==> config.mk <==
export PLATFORM = sky130hd
export DESIGN_NAME = piso_frame_serializer
export DESIGN_NICKNAME = d
export VERILOG_FILES = /design/src/rtl/piso_frame_pkg.sv /design/src/rtl/piso_frame_serializer_bit_rate_divider.sv /design/src/rtl/piso_frame_serializer.sv
export SDC_FILE = /design/constraint.sdc
export NUM_CORES = 1
export LEC_CHECK = 0
export ABC_CLOCK_PERIOD_IN_PS = 3200
export BUFFER_PORTS_ARGS = -buffer_cell sky130_fd_sc_hd__buf_2
export CORE_UTILIZATION = 45
export CTS_CLUSTER_SIZE = 24
export DETAILED_ROUTE_END_ITERATION = 16
export PLACE_DENSITY = 0.73
export REMOVE_ABC_BUFFERS = 1
export SETUP_SLACK_MARGIN = 0.05
export SLEW_MARGIN = 20
export SYNTH_ARGS = -nofsm -noshare
export SYNTH_HDL_FRONTEND = slang
export SYNTH_SLANG_ARGS = --single-unit
==> constraint.sdc <==
create_clock -name clk -period 3.2 [get_ports clk]
set_input_delay 0.64 -clock clk [delete_from_list [all_inputs] [get_ports clk]]
set_output_delay 0.64 -clock clk [all_outputs]
set_load 0.1 [all_outputs]
==> src/rtl/piso_frame_pkg.sv <==
// Shared types and helpers for the framed parallel-in/serial-out transmitter.
// Frame layout: start bit, DATA_W data bits MSB first, optional parity, stop bit.
package piso_frame_pkg;

  typedef enum logic [2:0] {
    ST_IDLE   = 3'd0,
    ST_START  = 3'd1,
    ST_DATA   = 3'd2,
    ST_PARITY = 3'd3,
    ST_STOP   = 3'd4
  } state_e;

  // Line level between frames and during the stop bit.
  localparam logic IDLE_LEVEL = 1'b1;

  // Number of serial bit slots in one frame.
  function automatic int frame_bits(input int data_w, input int parity_en);
    return 2 + data_w + ((parity_en != 0) ? 1 : 0);
  endfunction

endpackage

==> src/rtl/piso_frame_serializer_bit_rate_divider.sv <==
// Bit-rate tick generator: one tick every DIV cycles, phase realigned by restart.
// The tick lands one cycle before the last cycle of each bit so the caller can register it.
module bit_rate_divider #(
  parameter int DIV = 1
) (
  input  logic clk,
  input  logic rst,
  input  logic restart,
  output logic tick
);

  localparam int CNT_W = (DIV > 1) ? $clog2(DIV) : 1;
  localparam logic [CNT_W-1:0] LAST   = CNT_W'(DIV - 1);
  // Loading 1 on restart puts the first tick DIV-2 cycles after the restart edge.
  localparam logic [CNT_W-1:0] RELOAD = (DIV > 1) ? CNT_W'(1) : '0;

  logic [CNT_W-1:0] cnt_q, cnt_d;

  always_comb begin
    cnt_d = cnt_q;
    if (restart) begin
      cnt_d = RELOAD;
    end else if (cnt_q == LAST) begin
      cnt_d = '0;
    end else begin
      cnt_d = cnt_q + CNT_W'(1);
    end
  end

  always_ff @(posedge clk or posedge rst) begin
    if (rst) begin
      cnt_q <= '0;
    end else begin
      cnt_q <= cnt_d;
    end
  end

  assign tick = (cnt_q == LAST);

endmodule

==> src/rtl/piso_frame_serializer.sv <==
// Framed PISO transmitter: accepts words over valid/ready and shifts them out MSB first
// as start / data / optional parity / stop, every output registered.
module piso_frame_serializer
  import piso_frame_pkg::*;
#(
  parameter int DATA_W     = 8,
  parameter int CLK_DIV    = 1,
  parameter int PARITY_EN  = 1,
  parameter int PARITY_ODD = 0
) (
  input  logic              clk,
  input  logic              rst,
  input  logic [DATA_W-1:0] s_data,
  input  logic              s_valid,
  output logic              s_ready,
  output logic              serial_out,
  output logic              bit_strobe,
  output logic              busy,
  output logic              frame_done
);

  localparam int IDX_W = $clog2(DATA_W) + 1;
  localparam logic [IDX_W-1:0] LAST_IDX = IDX_W'(DATA_W - 1);

  state_e              state_q, state_d;
  logic [DATA_W-1:0]   shift_q, shift_d;
  logic [IDX_W-1:0]    idx_q, idx_d;
  logic                parity_q, parity_d;
  logic                bit_last_q, bit_last_d;
  logic                serial_out_q, serial_out_d;
  logic                s_ready_q, s_ready_d;
  logic                bit_strobe_q, bit_strobe_d;
  logic                busy_q, busy_d;
  logic                frame_done_q, frame_done_d;
  logic                accept;
  logic                tick;

  assign accept = s_valid && s_ready_q;

  bit_rate_divider #(
    .DIV(CLK_DIV)
  ) u_div (
    .clk    (clk),
    .rst    (rst),
    .restart(accept),
    .tick   (tick)
  );

  // Next-state and next-output logic; registered outputs are computed from state_d
  // so that each flag lines up with the serial bit it describes.
  always_comb begin
    state_d      = state_q;
    shift_d      = shift_q;
    idx_d        = idx_q;
    parity_d     = parity_q;
    serial_out_d = serial_out_q;

    unique case (state_q)
      ST_IDLE: begin
        serial_out_d = IDLE_LEVEL;
      end
      ST_START: begin
        if (bit_last_q) begin
          state_d      = ST_DATA;
          serial_out_d = shift_q[DATA_W-1];
          shift_d      = shift_q << 1;
          idx_d        = '0;
        end
      end
      ST_DATA: begin
        if (bit_last_q) begin
          if (idx_q == LAST_IDX) begin
            if (PARITY_EN != 0) begin
              state_d      = ST_PARITY;
              serial_out_d = parity_q;
            end else begin
              state_d      = ST_STOP;
              serial_out_d = IDLE_LEVEL;
            end
          end else begin
            serial_out_d = shift_q[DATA_W-1];
            shift_d      = shift_q << 1;
            idx_d        = idx_q + IDX_W'(1);
          end
        end
      end
      ST_PARITY: begin
        if (bit_last_q) begin
          state_d      = ST_STOP;
          serial_out_d = IDLE_LEVEL;
        end
      end
      ST_STOP: begin
        if (bit_last_q) begin
          state_d      = ST_IDLE;
          serial_out_d = IDLE_LEVEL;
        end
      end
      default: begin
        state_d      = ST_IDLE;
        serial_out_d = IDLE_LEVEL;
      end
    endcase

    // Accept is only possible in IDLE or the last STOP cycle, so it overrides both.
    if (accept) begin
      state_d      = ST_START;
      shift_d      = s_data;
      parity_d     = (^s_data) ^ (PARITY_ODD != 0);
      serial_out_d = ~IDLE_LEVEL;
    end

    // A fresh accept realigns the divider, whose tick is stale in that cycle.
    bit_last_d   = tick && !(accept && (CLK_DIV > 1));
    bit_strobe_d = accept || (bit_last_q && (state_q != ST_IDLE) && (state_d != ST_IDLE));
    frame_done_d = (state_d == ST_STOP) && bit_last_d;
    s_ready_d    = (state_d == ST_IDLE) || frame_done_d;
    busy_d       = (state_d != ST_IDLE);
  end

  always_ff @(posedge clk or posedge rst) begin
    if (rst) begin
      state_q      <= ST_IDLE;
      shift_q      <= '0;
      idx_q        <= '0;
      parity_q     <= 1'b0;
      bit_last_q   <= 1'b0;
      serial_out_q <= IDLE_LEVEL;
      s_ready_q    <= 1'b0;
      bit_strobe_q <= 1'b0;
      busy_q       <= 1'b0;
      frame_done_q <= 1'b0;
    end else begin
      state_q      <= state_d;
      shift_q      <= shift_d;
      idx_q        <= idx_d;
      parity_q     <= parity_d;
      bit_last_q   <= bit_last_d;
      serial_out_q <= serial_out_d;
      s_ready_q    <= s_ready_d;
      bit_strobe_q <= bit_strobe_d;
      busy_q       <= busy_d;
      frame_done_q <= frame_done_d;
    end
  end

  assign s_ready    = s_ready_q;
  assign serial_out = serial_out_q;
  assign bit_strobe = bit_strobe_q;
  assign busy       = busy_q;
  assign frame_done = frame_done_q;

endmodule

[Yosys cells after proc, flatten, opt, wreduce, memory -nomap -nowiden]
Index checks and enable logic that the tools add are counted.
Operators by class
  add/subtract/negate cells: 2
  equality and inequality tests: 13
  multiplexer cells: 24
  bitwise gates (word level): 1
  reductions and logical operators: 17
Operators with widths (number)
  2-to-1 mux 8 bit: 4
  2-to-1 mux 3 bit: 6
  case mux 8 bit (2 select lines): 1
  case mux 3 bit (5 select lines): 1
  2-to-1 mux 4 bit: 3
  inequality test 3 bit (second input constant): 3
  nonzero test 3 bit: 3
  case mux 4 bit (2 select lines): 1
  AND reduction 4 bit: 2
  XOR reduction 8 bit: 1
  2-to-1 mux 1 bit: 7
  == test 3 x 2 -> 1 bit (second input constant): 2
  == test 3 bit (second input constant): 2
  logical NOT 3 bit: 2
  inequality test 2 bit (second input constant): 3
  adder 4 x 1 -> 4 bit (second input constant): 1
  == test 4 x 3 -> 1 bit (second input constant): 1
  logical AND 1 bit: 4
  == test 3 x 1 -> 1 bit (second input constant): 1
  inequality test 3 x 1 -> 1 bit (second input constant): 1
  case mux 1 bit (3 select lines): 1
  AND reduction 3 bit: 1
  logical OR 1 bit: 2
  nonzero test 2 bit: 1
  other kinds (3): 3
Storage, ports and cells
  flip-flop bits (word level): 23
  bits of input ports: 11
  output and inout bits: 5

[Longest topological paths before layout]
Gate-level depths: netlist of the first run.
  word-level depth: 8
  gate-level depth with buffers: 6

[Modules after synthesis]
From an unflattened synthesis of the first run, not the netlist that was laid out.
Second synthesis, totals
  cells, all modules: 123
  area, all modules: 1164.9 µm²
Modules (own cells, without submodules)
  piso_frame_serializer: times used 1, cells each 121, area each 1153.6 µm², sequential area each 551.8 µm²
  bit_rate_divider: times used 1, cells each 2, area each 11.3 µm², sequential area each 0.0 µm²

[Least setup slack after synthesis of the first run]
No wires, ideal clock.
  kind: flip-flop to flip-flop
  start: register s_ready_q (netlist: s_ready)
  end: register shift_q[1]
  setup time: 0.077 ns
  arrival time: 1.556 ns
  slack: 1.567 ns
  cell stages (with the launch flop): 5
  period minus slack after synthesis: 1.633 ns
  path through: dfrtp_1 and2_1 buf_2 a31oi_1 a21oi_1
Between the ends
  longest elaborated chain between the ends: 3
  elaborated cells between the ends (all ways): 7
  classes of those cells: eq/ne (3); mux (1); reduce/logical (3)
Ends and longest elaborated chain
  start: declaration: line piso_frame_serializer.sv:31  | logic s_ready_q, s_ready_d;
  start signal: assignment: line piso_frame_serializer.sv:140  | s_ready_q <= s_ready_d;
  logical AND 1 bit (*): line piso_frame_serializer.sv:38  | assign accept = s_valid && s_ready_q;
  inequality test 3 bit (no source line) / nonzero test 3 bit (equally long branches)
  AND reduction 4 bit (no source line)
  end signal: assignment: line piso_frame_serializer.sv:135  | shift_q <= shift_d;
  end: declaration: line piso_frame_serializer.sv:26  | logic [DATA_W-1:0] shift_q, shift_d;
Every way passes the cells marked *; elsewhere a longest branch is shown, timed or not.
A chain may end at the register's enable or synchronous reset.

[Worst setup path in the final report of the first run]
  start: register serial_out_q (netlist: serial_out)
  end: output port serial_out
RTL lines
  start: declaration: line piso_frame_serializer.sv:30  | logic serial_out_q, serial_out_d;
  start signal: assignment: line piso_frame_serializer.sv:139  | serial_out_q <= serial_out_d;
  end: declaration: line piso_frame_serializer.sv:16  | output logic serial_out,
No word-level cell between the ends.

==> metrics.txt, run 1 <==
combinational share of power=approximately half; die width=between 50 and 60 microns; Largest Register=shift_q; drt pass-1 iters=4; max reg flops=8; Tmin final=~1900 ps; reg2reg path depth=5; worst path bufs/invs=1; CP Data Required Time=roughly 2600 ps; outcome=finished clean; Critical Path AT=about 1300 ps; DRT iter0 DRCs=16; largest family of logic cells by synthesized area=compound AO/OA/AOI/OAI gates; post-synthesis compound-gate area fraction=between 20% and 30%; Die Area=approximately 2900 sq um; post-synth top area cell=dfrtp_1; Critical Path End Type=primary output; largest net degree at the start of global routing=23; VDD IR max=just over 0.0009 V; xor/xnor cell area share of the yosys netlist=~6.4%; multiplexer area fraction after synthesis=about 1.7%; Final Util=about 52%; Tcrit/Tclk final=about three fifths; Worst-Skew Late Latency=~310 ps; layout cells sized above 1=approximately 18%; max-slew violations=0; Final setup viols=0; per-cell routed wire length=13.64 microns; Net Sw Frac=roughly 48%; Top Family by Delay on Critical Path=flip-flops; Detail Route Antenna Nets=0; CTS tree=done; GPL Wtd Cong=approximately 0.76; Total Routing Usage GR=between 10% and 20%; critical path class=flop to primary output; Sink Count=22; fill count=between 200 and 250; initial antenna violation count=0; Psw=slightly above 600 uW; DRC viols=0; Synth Area in Adders=~1.0%; crit path cell chain=buf_2; Nets=~150; count of unique library cells instantiated by Yosys=38; Mapped Area=around 1200 sq um; initial cell density of the core=48.51%; CP max-delay cell=dfstp_2; Clk pin slew, worst setup/hold paths=120 ps; global-route wire length before repair=~3900 microns; Leak Pwr=about 0.00055 uW; Top Registers=shift_q x8, idx_q x4, state_q x3; register area share after synthesis=45.09%; grt ovf=0; Syn Area/Cell=about 9.5 sq um; post_cts resized=0; Cell Pwr Density=971.5 nW/um^2; capture point of the worst reg-to-reg path=shift_q[6]; num rows=18; worst reg2reg path startpoint=idx_q[0]; final hold vios=0; Root Driver=clkbuf_4; vias per inst=around 5.6; vias in the first global route=862; die height=approximately 54 microns; total vias in the final route=~940; Core Region=approximately 2500 sq um; crit-path max FO=2; Yosys top cell area share=between 40% and 50%; Peak Freq=between 500 and 600 MHz; Max stage delay on crit path=around 550 ps; unrepaired setup endpoints after global routing=false; Post-CTS Setup Inserts=0; yosys warns=0; # IOs=16; dpl hpwl=approximately 1600 microns; CTS buffer count=3; CTS H-tree depth=1; Total Wirelength=between 2000 and 2500 microns; hold_buf cts=0; R2R setup slack=between 1500 and 2000 ps; Max Cap Viol=0; TNS Setup=0 ps; Clk network pwr share=12.0%; Reg power frac=39.1%; ANT cells=0; max_slew headroom=approximately 44%; area grow syn2layout=7.362%; internal power=about 660 uW; Yosys reg bits=22; CP Depth=1; Synth area leaders=dfrtp_1 43%, xnor2_1 5.0%, o21ai_0 4.5%; Critical Path Source Type=flop; clk buf depth=2; Cells after Synth=about 130; PortBufs=15; clk_skew=roughly 3.7 ps; Post-Synth Simple-Gate Area=about 17%; slew at the pin closest to its max-slew limit=841.5 ps; Hold Path Class=input port to asynchronous set/reset pin
==> metal layers <==
metal | track usage, % | routed length (microns) | vias to the layer above
met5 | 0 | 0 | -
met4 | 7.692 | 38 | 0
met3 | 1.695 | 62 | 5
met2 | 29.27 | 1146 | 18
met1 | 26.61 | 1059 | 446
li1 | - | - | 470
==> cell usage in the layout, fill, tap and decap left out, drive strengths merged <==
master and n:
nor3b 1, xor2 2, or2b 1, nand3 4
nand3b 2, o21a 2, nor3 1, o41a 1
buf 15, nor2b 1, ha 1, inv 3
mux2i 1, o31ai 1, nand2b 4, o31a 1
mux2 1, dfstp 1, nor4bb 1, a21oi 10
and3b 1, conb 1, nand2 8, xnor2 7
o21ai 16, o211ai 1, clkbuf 4, dfrtp 21
a31oi 7, and2 1, nor2 14, o32a 1
o2bb2ai 3
==> kinds of logic after synthesis <==
logic type	Yosys count
simple gates	39
other cells	1
buf+inv	12
xor+xnor	9
compound gates	43
fa+ha+maj	1
flops	22
mux	2
==> worst max-delay path by stage <==
| stage | end | slack (ps) | from |
|---|---|---|---|
| final | serial_out | 1280 | serial_out |
| after CTS | serial_out | 1270 | serial_out |
| after global placement | serial_out | 1620 | serial_out |
| after global routing | serial_out | 1240 | serial_out |
| after detailed placement | shift_q[6] | 1600 | idx_q[0] |
| after floorplan | parity_q | 1540 | s_ready |
==> area by class of cell <==
cell class              instances  area [sq um]  area share, %
repair buffers                 15         75.07          5.714
well taps                      30         37.54          2.857
multi-input cells              95         601.8          45.81
flip-flops and latches         22         551.8          42.00
clock buffers                   4         36.28          2.762
inverters                       3         11.26         0.8571
==> synth_stat cells (all sizes together) <==
library cell and instances:
a21oi 10, a31oi 7, and2 1, and3b 1, buf 8, clkbuf 1
conb 1, dfrtp 21, dfstp 1, ha 1, inv 3, mux2 1
mux2i 1, nand2 8, nand2b 4, nand3 4, nand3b 2, nor2 14
nor2b 1, nor3 1, nor3b 1, nor4bb 1, o211ai 1, o21a 2
o21ai 16, o2bb2ai 3, o31a 1, o31ai 1, o32a 1, o41a 1
or2b 1, xnor2 7, xor2 2
==> per-stage QoR <==
step	cell area [sq um]	setup WS (ps)	cells	total power (uW)	hold WS (ps)
final	1314	1284	169	1276	478.6
after global routing	1314	1241	169	1367	534.2
after CTS	1314	1270	169	1285	502.3
after detailed placement	1277	1598	165	1131	498.2
after global placement	1277	1625	165	1115	493.6
after floorplan	1165	1542	120	1005	450.8
==> power by group through the flow <==
| stage | Combinational (uW) | Sequential [uW] | Clock [uW] |
|---|---|---|---|
| final | 625 | 499 | 153 |
| after CTS | 629 | 500 | 156 |
| after global placement | 613 | 501 | 0 |
| after detailed placement | 625 | 507 | 0 |
| after global routing | 685 | 519 | 162 |
| after floorplan | 328 | 677 | 0 |
Power figures use the tool's default switching activity.
==> run 2: changes to the inputs <==
--- a/config.mk
+++ b/config.mk
@@ -5,7 +5,7 @@
 export SDC_FILE = /design/constraint.sdc
 export NUM_CORES = 1
 export LEC_CHECK = 0
-export ABC_CLOCK_PERIOD_IN_PS = 3200
+export ABC_CLOCK_PERIOD_IN_PS = 1800
 export BUFFER_PORTS_ARGS = -buffer_cell sky130_fd_sc_hd__buf_2
 export CORE_UTILIZATION = 45
 export CTS_CLUSTER_SIZE = 24
==> constraint.sdc (replaced) <==
create_clock -name clk -period 1.8 [get_ports clk]
set_input_delay 0.36 -clock clk [delete_from_list [all_inputs] [get_ports clk]]
set_output_delay 0.36 -clock clk [all_outputs]
set_load 0.1 [all_outputs]
==> run 2 against run 1 <==
Effect of this change: critical path depth unchanged; final area up 4.3%; clock-buffer cell count down 1; die area unchanged.
==> metrics.txt, run 2 (synthesized netlist as in run 1, its figures left out) <==
Psw=approximately 1100 uW; die height=54.15 microns; Max Cap Viol=0; crit-path max FO=2; Core Region=about 2500 sq um; Total Routing Usage GR=approximately 20%; crit path cell chain=buf_2; per-cell routed wire length=13.79 microns; CP Data Required Time=between 1000 and 1500 ps; VDD IR max=between 0.001 and 0.0015 V; Critical Path End Type=primary output; Critical Path AT=around 1300 ps; dpl hpwl=about 1700 microns; Critical Path Source Type=flop; vias in the first global route=roughly 940; most frequent cells in the layout=21 x dfrtp_1, 15 x buf_2, 14 x nor2_1; Cell Pwr Density=about 1800 nW/um^2; commonest non-fill, non-tap cell in the layout=dfrtp_1; combinational share of power=a little under half; internal power=1306 uW; final hold vios=0; ANT cells=0; Reg power frac=a little over a third; DRC viols=0; max reg flops=8; post_cts resized=0; total vias in the final route=966; Tcrit/Tclk final=between 90% and 100%; Largest Register=shift_q; Hold Path Class=input port to flop; CTS H-tree depth=1; Nets=between 150 and 200; GR Layer Usage met1=25.58%; clk_skew=approximately 7.5 ps; PortBufs=15; met3 Usage GRT=under 10%; Net Sw Frac=roughly 46%; Peak Freq=between 600 and 700 MHz; unrepaired setup endpoints after global routing=false; met2 Usage GRT=32.93%; Clk network pwr share=between 10% and 20%; GPL Wtd Cong=about 0.78; Clk pin slew, worst setup/hold paths=approximately 130 ps; Die Area=around 2900 sq um; Final setup viols=0; initial antenna violation count=0; Tmin final=approximately 1700 ps; grt ovf=0; TNS Setup=0 ps; layout cells sized above 1=between 20% and 30%; Sink Count=22; CTS tree=done; Root Driver=clkbuf_4; gr busiest metal=met2; Top Registers=shift_q x8, idx_q x4, state_q x3; area grow syn2layout=11.96%; CP max-delay cell=dfstp_2; max-slew violations=0; vias per inst=roughly 5.6; drt pass-1 iters=4; global-route wire length before repair=4112 microns; # IOs=16; Worst-Skew Late Latency=about 310 ps; Detail Route Antenna Nets=0; DRT iter0 DRCs=22; outcome=finished clean; Max stage delay on crit path=about 560 ps; Total Wirelength=around 2400 microns; clk buf depth=2; die width=between 50 and 60 microns; Hold WS=between 200 and 300 ps; worst path bufs/invs=1; critical path class=flop to primary output; initial cell density of the core=around half; num rows=18; Post-CTS Setup Inserts=0; CTS buffer count=3; largest net degree at the start of global routing=16; Leak Pwr=around 0.0006 uW; Top Family by Delay on Critical Path=flip-flops
[run 2: cell count changes in the layout (fill, tap and decap cells not counted)]
cell           before  now
buf_4               0    4
bufinv_16           0    1
clkbuf_8            1    0
dlygate4sd3_1       0    1
[run 2: repair_timing]
item	in CTS	in global routing
setup endpoints to repair	0	1
hold buffers	1	0
hold endpoints to repair	5	0
[run 2: path summary, 6_finish.rpt]
kind / slack (ps) / start / endpoint / depth (start not counted)
max: 150 / serial_out / serial_out / 1
min: 270 / s_data[0] / shift_q[0] / 3
max reg2reg: 160 / idx_q[0] / shift_q[6] / 5
min reg2reg: 520 / parity_q / parity_q / 2
max in group asynchronous: 740 / rst / shift_q[2] / 4
min in group asynchronous: 540 / rst / state_q[1] / 3
[run 2: power groups by stage]
stage          clock [uW]  combinational [uW]  sequential [uW]
6_report              380                1160              880
4_1_cts               387                1170              877
3_3_place_gp            0                1130              876
3_5_place_dp            0                1150              885
5_1_grt               401                1260              910
2_1_floorplan           0                 584             1200
[run 2: layout make-up]
type                    instances  area, sq um
clock buffers                   3        22.52
well taps                      30        37.54
multi-input cells              95        601.8
flip-flops and latches         22        551.8
fillers                       231         1152
repair buffers                 20        115.1
clock inverters                 1        30.03
inverters                       3        11.26
[run 2: layer usage]
metal | vias to the layer above | share of wire [%]
met1 | 462 | 47
met4 | 0 | 1.8
met3 | 6 | 2.0
met2 | 19 | 49
li1 | 479 | -
met5 | - | 0
[run 2: stage by stage]
step | total power (uW) | area (sq um) | cells | util (%) | setup WS (ps)
5_1_grt | 2571 | 1370 | 174 | 54.32 | 60.57
3_5_place_dp | 2036 | 1308 | 169 | 51.84 | 194.8
6_report | 2425 | 1370 | 174 | 54.32 | 147.2
3_3_place_gp | 2008 | 1308 | 169 | 51.84 | 257.6
4_1_cts | 2431 | 1370 | 174 | 54.32 | 139.8
2_1_floorplan | 1787 | 1165 | 120 | - | 141.7
==> run 3: changes to the inputs <==
--- a/config.mk
+++ b/config.mk
@@ -7,10 +7,10 @@
 export LEC_CHECK = 0
 export ABC_CLOCK_PERIOD_IN_PS = 1800
 export BUFFER_PORTS_ARGS = -buffer_cell sky130_fd_sc_hd__buf_2
-export CORE_UTILIZATION = 45
+export CORE_UTILIZATION = 55
 export CTS_CLUSTER_SIZE = 24
 export DETAILED_ROUTE_END_ITERATION = 16
-export PLACE_DENSITY = 0.73
+export PLACE_DENSITY = 0.85
 export REMOVE_ABC_BUFFERS = 1
 export SETUP_SLACK_MARGIN = 0.05
 export SLEW_MARGIN = 20
==> run 3 against run 2 <==
Effect of this change: first-iteration DRC count is 32% lower; register-to-register slack better by 30 ps; global-route usage is 1.2 points higher; fmax is 0.71% lower; clock skew is 0.74 ps lower; sequential cell count stayed put; via count stayed put; combinational power hardly changed; sequential share of layout area is 0.64 points higher; core utilization is 12 points higher; total power is 1.2% lower; critical path depth stayed put; largest cell class unchanged.
==> metrics.txt, run 3 (synthesized netlist as in run 1, its figures left out) <==
TNS Setup=0 ps; CTS buffer count=3; Critical Path End Type=primary output; Total Wirelength=about 2200 microns; layout cells sized above 1=approximately a fifth; global-route wire length before repair=around 3900 microns; area grow syn2layout=10.22%; Post-Route M1 WL=roughly 1000 microns; Top Family by Delay on Critical Path=flip-flops; Peak Freq=between 600 and 700 MHz; dpl hpwl=1598 microns; clk buf depth=2; Cell Pwr Density=~1800 nW/um^2; placed cell areas=1296 sq um; Hold Path Class=input port to asynchronous set/reset pin; worst path bufs/invs=1; total vias in the final route=around 970; CTS tree=done; crit path to=serial_out; routed length on met2=~1100 microns; crit path cell chain=buf_2; multi-input logic area=around 600 sq um; Max Cap Viol=0; commonest non-fill, non-tap cell in the layout=dfrtp_1; design area=1349 sq um; die width=between 40 and 50 microns; unrepaired setup endpoints after global routing=false; max reg flops=8; R2R setup slack=190 ps; grt ovf=0; Tcrit/Tclk final=between 90% and 100%; Critical Path Source Type=flop; max-slew violations=0; Leak Pwr=between 0.0005 and 0.0006 uW; PortBufs=15; CP max-delay cell=dfstp_2; GPL Wtd Cong=slightly below 0.9; CTS H-tree depth=1; Root Driver=clkbuf_4; register area=roughly 550 sq um; critical path class=flop to primary output; vias per inst=around 5.7; Total Routing Usage GR=between 20% and 30%; ANT cells=0; Post-CTS Setup Inserts=0; clk_skew=approximately 6.8 ps; CP Launch Point=serial_out; num rows=16; DRC viols=0; final hold vios=0; crit-path max FO=2; most frequent cells in the layout=21 x dfrtp_1, 15 x buf_2, 14 x nor2_1; per-cell routed wire length=13.30 microns; Tmin final=between 1500 and 2000 ps; met3 wire len=85 microns; Core Region=between 2000 and 2500 sq um; outcome=finished clean; Clk pin slew, worst setup/hold paths=about 130 ps; Detail Route Antenna Nets=0; slew at the pin closest to its max-slew limit=around 520 ps; VDD IR max=0.001651 V; worst reg2reg path startpoint=idx_q[0]; max_slew headroom=65.20%; CP Depth=1; Die Area=around 2400 sq um; hold_buf cts=0; fill count=160; die height=roughly 49 microns; capture point of the worst reg-to-reg path=shift_q[5]; drt pass-1 iters=4; Nets=between 150 and 200; Final setup viols=0; vias in the first global route=roughly 900; largest net degree at the start of global routing=16; Critical Path AT=~1300 ps; Max stage delay on crit path=between 500 and 600 ps; DRT iter0 DRCs=15; CP Data Required Time=1440 ps; initial cell density of the core=roughly three fifths; # IOs=16; post_cts resized=0; initial antenna violation count=0; Worst-Skew Late Latency=between 300 and 400 ps; Top Registers=shift_q x8, idx_q x4, state_q x3; reg2reg path depth=5; Sink Count=22; DR top layer=met4; Largest Register=shift_q
==> run 3: layer usage <==
| layer | global-route usage [%] | up-vias |
|---|---|---|
| met5 | 0 | - |
| met4 | 9.804 | 0 |
| met3 | 2.804 | 5 |
| met2 | 33.56 | 29 |
| met1 | 27.25 | 453 |
| li1 | - | 479 |
==> run 3: how the worst min path moves through the flow <==
stage	startpoint	end	slack, ps	cells after the start
after global placement	rst	idx_q[2]	410	2
after floorplan	rst	bit_last_q	350	1
after detailed placement	rst	idx_q[2]	420	2
after global routing	rst	idx_q[2]	90	2
final	rst	idx_q[2]	50	2
after CTS	rst	idx_q[2]	60	2
==> run 3: per-stage QoR <==
stage	setup WS (ps)	total power (uW)	instances	utilization (%)	hold WS, ps
4_1_cts	127.0	2401	169	66.71	59.39
3_5_place_dp	226.5	2016	165	64.11	420.9
3_3_place_gp	279.4	1982	165	64.11	407.4
2_1_floorplan	141.7	1787	120	-	348.5
5_1_grt	78.98	2539	169	66.71	89.65
6_report	135.4	2396	169	66.71	48.55
==> run 3: worst reg2reg max path, stage by stage, from the launching register on <==
cell	delay, ps
dfrtp_1	440
ha_1	250
and3b_1	270
o21ai_4	280
a31oi_1	140
a21oi_1	170
==> run 3: area by class of cell <==
class                      count  share of cell area (%)
multi-input combinational     95                   44.62
sequential                    22                   40.91
timing repair buffer          18                   7.236
tap                           27                   2.505
clock inverter                 1                   2.226
clock buffer                   3                   1.670
inverter                       3                  0.8349
==> run 3: where the power goes <==
group | total, uW | switching, uW | internal, uW
registers | 887 | 184 | 704
clock network | 383 | 158 | 225
logic | 1130 | 764 | 362
total | 2400 | 1100 | 1290
